**src/rtl/ifu_fetch.sv**
```systemverilog
// Instruction fetch stage: owns the PC, issues one outstanding imem read, and holds the result for decode.
// Optional IFU_MISALIGN_CHECK_EN: a misaligned PC produces a faulting instruction instead of a memory request.
`timescale 1ns/1ps

module ifu_fetch #(
    parameter int                  PC_WIDTH = 32,
    parameter logic [PC_WIDTH-1:0] RESET_PC = 32'h8000_0000
) (
    input  logic                clk,
    input  logic                reset,
    input  logic                redirect_valid,
    input  logic [PC_WIDTH-1:0] redirect_pc,
    output logic                imem_req_valid,
    input  logic                imem_req_ready,
    output logic [PC_WIDTH-1:0] imem_req_addr,
    input  logic                imem_rsp_valid,
    input  logic [31:0]         imem_rsp_data,
    input  logic                imem_rsp_err,
    output logic                inst_valid,
    input  logic                inst_ready,
    output logic [31:0]         inst,
    output logic [PC_WIDTH-1:0] inst_pc,
    output logic                inst_fault
);

    typedef enum logic [1:0] {
        IDLE,
        REQ,
        WAIT,
        HOLD
    } state_t;

    state_t              state;
    logic [PC_WIDTH-1:0] pc;
    logic                kill;
    logic                misaligned;

`ifdef IFU_MISALIGN_CHECK_EN
    assign misaligned = (pc[1:0] != 2'b00);
`else
    assign misaligned = 1'b0;
`endif

    // Request outputs decode registered state only, so the address is stable until a redirect lands.
    assign imem_req_valid = (state == REQ) && !misaligned;
    assign imem_req_addr  = pc;

    always_ff @(posedge clk or negedge reset) begin
        if (!reset) begin
            state      <= IDLE;
            pc         <= RESET_PC;
            kill       <= 1'b0;
            inst_valid <= 1'b0;
            inst       <= '0;
            inst_pc    <= '0;
            inst_fault <= 1'b0;
        end else begin
            if (redirect_valid) begin
                pc <= redirect_pc;
            end
            case (state)
                IDLE: begin
                    state <= REQ;
                end
                REQ: begin
                    if (redirect_valid) begin
                        // An accepted stale request must have its response dropped later.
                        if (imem_req_valid && imem_req_ready) begin
                            kill  <= 1'b1;
                            state <= WAIT;
                        end
                    end else if (misaligned) begin
                        inst_valid <= 1'b1;
                        inst       <= '0;
                        inst_pc    <= pc;
                        inst_fault <= 1'b1;
                        state      <= HOLD;
                    end else if (imem_req_ready) begin
                        kill  <= 1'b0;
                        state <= WAIT;
                    end
                end
                WAIT: begin
                    if (redirect_valid) begin
                        if (imem_rsp_valid) begin
                            kill  <= 1'b0;
                            state <= REQ;
                        end else begin
                            kill <= 1'b1;
                        end
                    end else if (imem_rsp_valid) begin
                        if (kill) begin
                            kill  <= 1'b0;
                            state <= REQ;
                        end else begin
                            inst_valid <= 1'b1;
                            inst       <= imem_rsp_data;
                            inst_pc    <= pc;
                            inst_fault <= imem_rsp_err;
                            pc         <= pc + PC_WIDTH'(4);
                            state      <= HOLD;
                        end
                    end
                end
                HOLD: begin
                    // A redirect discards the held instruction even if decode is ready.
                    if (redirect_valid || inst_ready) begin
                        inst_valid <= 1'b0;
                        state      <= REQ;
                    end
                end
                default: begin
                    state <= IDLE;
                end
            endcase
        end
    end

endmodule
```
**config.mk**
```make
export PLATFORM = sky130hd
export DESIGN_NAME = ifu_fetch
export DESIGN_NICKNAME = d
export VERILOG_FILES = /design/src/rtl/ifu_fetch.sv
export SDC_FILE = /design/constraint.sdc
export NUM_CORES = 1
export LEC_CHECK = 0
export CAP_MARGIN = 0
export CORE_MARGIN = 2
export CORE_UTILIZATION = 30
export CTS_CLUSTER_SIZE = 28
export DETAILED_ROUTE_END_ITERATION = 8
export MAX_ROUTING_LAYER = met4
export PLACE_DENSITY = 0.68
export REMOVE_ABC_BUFFERS = 1
export SLEW_MARGIN = 25
export SYNTH_ARGS = -nofsm -noshare
export SYNTH_HDL_FRONTEND = slang
export SYNTH_SLANG_ARGS = --single-unit
export TNS_END_PERCENT = 50
```
**constraint.sdc**
```tcl
create_clock -name clk -period 4.29 [get_ports clk]
set_input_delay 1.287 -clock clk [delete_from_list [all_inputs] [get_ports clk]]
set_output_delay 1.287 -clock clk [all_outputs]
set_load 0.02 [all_outputs]
```
* Yosys cells after proc, flatten, opt, wreduce, memory -nomap -nowiden
Cells that the tools add are included.
** Word-level totals
- Register bits :: 101
- Latch bits :: 0
- RAM bits :: 0
- ROM bits :: 0
- Input bits :: 71
- Output and inout port bits :: 99
- Logic and storage cells :: 55
- Memories :: 0
** Cells by class
- Add/subtract/negate cells :: 1
- $mul :: 0
- Divide/modulo/power cells :: 0
- Order comparisons :: 0
- Equal/unequal tests :: 10
- Shift operators :: 0
- Multiplexer cells :: 26
- Bitwise gates (word level) :: 2
- Reduce and logical (&&, ||, !) cells :: 9
** Operators with widths (number)
- $mux 32 :: 5
- $add 32x3->32 const B :: 1
- $mux 2 :: 8
- $reduce_and 4->1 :: 3
- $mux 1 :: 10
- $ne 2x2->1 const B :: 4
- $pmux 2 s4 :: 1
- $ne 3x2->1 const B :: 2
- $reduce_and 5->1 :: 1
- $eq 2x2->1 const B :: 2
- $pmux 1 s2 :: 2
- $reduce_bool 2->1 :: 2
- $ne 3x3->1 const B :: 1
- $eq 2x1->1 const B :: 1
- $logic_not 2->1 :: 1
- $not 1->1 :: 2
- $logic_and 1x1->1 :: 1
- $logic_or 1x1->1 :: 1

* Logic depth before layout (Yosys ltp)
- Depth in word-level cells :: 5
- Depth in mapped cells :: 8
- Gate-level depth less buffers :: 6

* Least setup slack after synthesis
No wires, ideal clock.
- Path type :: input to register
- From :: input port imem_rsp_valid
- To :: register pc[29] (netlist: imem_req_addr[29])
- Library setup time :: 82 ps
- Arrival :: 2612 ps
- Slack :: 1596 ps
- Cell stages on the path :: 5
- Path buffers :: 1
- Cell sequence :: nand4b_2 > or3_4 > buf_6 > or4_1 > a31oi_1
** On the way
- Cells in the longest elaborated chain, start to end :: 3
** Ends and longest elaborated chain
- start, declared :: RTL line 16 : input logic imem_rsp_valid,
- $mux 32 :: RTL line 91 : end else if (imem_rsp_valid) begin
- $mux 32 :: RTL line 84 : if (redirect_valid) begin
- $mux 32 :: RTL line 61 : case (state)
- end signal, assigned :: RTL line 59 : pc <= redirect_pc;
- end signal, assigned :: RTL line 100 : pc <= pc + PC_WIDTH'(4);
- end, declared :: RTL line 34 : logic [PC_WIDTH-1:0] pc;
Every way passes these cells.
A chain may end at the register's enable or synchronous reset.

* Final worst setup path
- From :: input port imem_rsp_valid
- To :: register pc[23] (netlist: imem_req_addr[23])
The elaborated chain is that of the path after synthesis.

==> run metrics <==
flop and latch count out of synthesis=approximately 100; sum of negative setup slack=0 ps; worst clock skew=between 9 and 10 ps; final hold viol count=0; fin crit period=~3100 ps; average cell area after synthesis=roughly 12 um2; leading cell types in the layout, fill and taps excluded=sky130_fd_sc_hd__clkdlybuf4s50_1, sky130_fd_sc_hd__dfrtp_1, sky130_fd_sc_hd__mux2_2; count of flip-flops with a built-in enable after synthesis=0; Post-DRT Antenna Nets=0; CTS max path bufs=2; highest attainable clock frequency=around 320 MHz; worst-path maximum fanout=23; fillcell total=between 1000 and 1500; first-pass GRT wire length=approximately 20000 um; async set-or-reset flop fraction in the synthesized netlist=100%; element type at the critical path end=flip-flop; net count reported at finish=620; worst path cell trace=clkdlybuf4s50_1 -> nand4b_2 -> or3_4 -> or4_1 -> a31oi_1; Clock H-tree levels=3; drt drc=0; area of the die=between 0.015 and 0.02 mm2; final critical-path share of the clock period=72.5%; RSZ-0062 raised after global routing=false; routed via count=about 3700; Design Power=around 0.0040 W; number of antenna violations at the first check in global routing=0; synthesis-to-layout area growth=49.5%; Row Count=between 40 and 50; Synth Warn #=0; worst hold-check path type=reg2reg; worst supply voltage drop on vdd=0.258 mV; Clk Latency, worst-skew pair=between 300 and 400 ps; area of the mapped netlist=roughly 0.0046 mm2; number of DRC markers in iteration 0=about 140; leading cell type in the layout, fill and taps excluded=sky130_fd_sc_hd__clkdlybuf4s50_1; DP Cell Count=slightly above 700; number of buffers and inverters on the critical path=1; post-detailed-placement half-perimeter wirelength=between 9000 and 10000 um; fraction of layout instances using a drive strength above 1=a little under a fifth; setup violation total in the final timing report=0; TritonCTS clock tree=yes; initial standard-cell utilization of the core=between 30 and 40%; data required time at the worst endpoint=4550 ps; CTS sink cnt=slightly above 100; power density over the cells=585 mW/mm2; number of I/O pins=between 150 and 200; postcts setup bufs=0; antenna cell count=0; Pre-antenna DRT Iters=4; routed wire length=between 10000 and 15000 um; clock slew seen by the registers of the worst setup and hold paths=60 ps; residual overflow from global routing=0; largest net degree at the start of global routing=52; number of maximum-capacitance violations=0; Post-Syn Instances=~380; post-cts sizing count=0; delay of the slowest cell on the worst path=about 600 ps; share of power burned in registers=between 30% and 40%; core area=approximately 0.015 mm2; DR vias/cell=about 5.0; fraction of the core area covered by cells at the end of the flow=between 40% and 50%; internal power component=~0.0027 W; TritonCTS Buffers=9; vertical die dimension=127 um; relative max-transition margin=between 50% and 60%; hold slack=506 ps; sequential cell area fraction in the yosys report=between 50% and 60%; part of the power in combinational logic=40.6%; switching power as a share of total power=between 30% and 40%; Netlist cell types=46; pin slew with the least headroom to its limit=just over 700 ps; global placer's final weighted congestion=0.772; clock tree root driver cell=sky130_fd_sc_hd__clkbuf_16; arrival time of the worst setup path=3370 ps; largest delay contributor family on the critical path=simple AND/OR/NAND/NOR gates; WL/cell=approximately 17 um; CTS Hold Buffers Added=0; total global-route track usage=16.2%; cell leakage power=2.76 nW; CP max-delay cell=sky130_fd_sc_hd__clkdlybuf4s50_1; max-slew violation total from the final report=0; final cell count without fillers=737; type of element launching the critical path=primary input; vias in the first global route=3801; type of the worst setup path=in2reg; result of the run=completed; die span in x=around 130 um; share of total power in the clock network=between 20 and 25%; Net Switching=around 0.0013 W; Buffers on Ports=~170; predominant post-synthesis flop cell=sky130_fd_sc_hd__dfrtp_1
## cell usage after synthesis (2+ instances only)
cell type	instances	area, um2
sky130_fd_sc_hd__o211ai_1	3	22.5
sky130_fd_sc_hd__dfrtp_1	100	2500
sky130_fd_sc_hd__a31oi_1	15	93.8
sky130_fd_sc_hd__and4_1	2	17.5
sky130_fd_sc_hd__buf_1	3	11.3
sky130_fd_sc_hd__o21ai_0	15	75.1
sky130_fd_sc_hd__buf_2	4	20.0
sky130_fd_sc_hd__nor3_1	3	15.0
sky130_fd_sc_hd__nand3_1	11	55.1
sky130_fd_sc_hd__ha_1	5	62.6
sky130_fd_sc_hd__a21oi_1	3	15.0
sky130_fd_sc_hd__xnor2_1	8	70.1
sky130_fd_sc_hd__nor4_1	3	18.8
sky130_fd_sc_hd__inv_1	6	22.5
sky130_fd_sc_hd__or3_1	5	31.3
sky130_fd_sc_hd__and3_1	5	31.3
sky130_fd_sc_hd__nand4_1	10	62.6
sky130_fd_sc_hd__or4_1	14	105
sky130_fd_sc_hd__nand2_1	25	93.8
sky130_fd_sc_hd__nor2_1	18	67.6
sky130_fd_sc_hd__o31ai_1	12	90.1
sky130_fd_sc_hd__xor2_1	3	26.3
sky130_fd_sc_hd__mux2_2	69	777
sky130_fd_sc_hd__mux2i_1	3	30.0
sky130_fd_sc_hd__clkbuf_1	9	33.8
## through the flow
step,cell area [um2],setup WS [ps]
6_report,6820,1180
3_3_place_gp,6500,906
5_1_grt,6820,1080
4_1_cts,6820,1200
2_1_floorplan,4490,-439
3_5_place_dp,6500,842
## cells by family (layout without fill, tap and decap cells)
logic type	Yosys count	in the layout	synth area share, %
and+or+nand+nor	108	108	13.6
DFF	101	101	55.4
muxes	72	72	17.7
AOI/OAI and AO/OA	54	54	7.60
buffers and inverters	24	198	2.25
xor gates and xnor gates	11	11	2.11
adders and majority gates	5	5	1.37
## final timing paths
kind / slack (ps) / end / depth (start not counted) / startpoint
max: 1180 / imem_req_addr[23] / 5 / imem_rsp_valid
min: 510 / inst_pc[21] / 1 / inst_pc[21]
max reg2reg: 1920 / imem_req_addr[23] / 6 / state[0]
min reg2reg: 510 / inst_pc[21] / 1 / inst_pc[21]
max in group asynchronous: 2550 / imem_req_addr[31] / 2 / reset
min in group asynchronous: 980 / inst_pc[16] / 1 / reset
## layer usage
layer / GRT usage [%] / vias to the layer above / routed length, um
met4: 5.11 / 0 / 169
met1: 20.4 / 1845 / 5550
li1: - / 1729 / -
met5: - / - / 0
met2: 25.6 / 114 / 6030
met3: 4.36 / 13 / 720
## cell type report
type	count	area [um2]	area share, %
Multi-Input combinational cell	250	1940	28.4
Sequential cell	101	2530	37.1
Inverter	7	26.3	0.385
Tap cell	188	235	3.45
Timing Repair Buffer	175	1770	26.0
Clock inverter	4	72.6	1.06
Clock buffer	12	246	3.61
## flip-flops by register name, indices dropped and copies added (netlist names)
name           flops
imem_req_addr     32
inst              32
inst_pc           32
state              2
inst_fault         1
inst_valid         1
kill               1
## power groups by stage
stage          clock network (W)  logic (W)  registers [W]
6_report                0.000887    0.00162        0.00148
5_1_grt                 0.000954    0.00172        0.00154
4_1_cts                 0.000910    0.00164        0.00149
3_5_place_dp                   0    0.00163        0.00150
3_3_place_gp                   0    0.00161        0.00148
2_1_floorplan                  0   0.000423        0.00185
No activity file was read; power rests on OpenSTA's default activity.
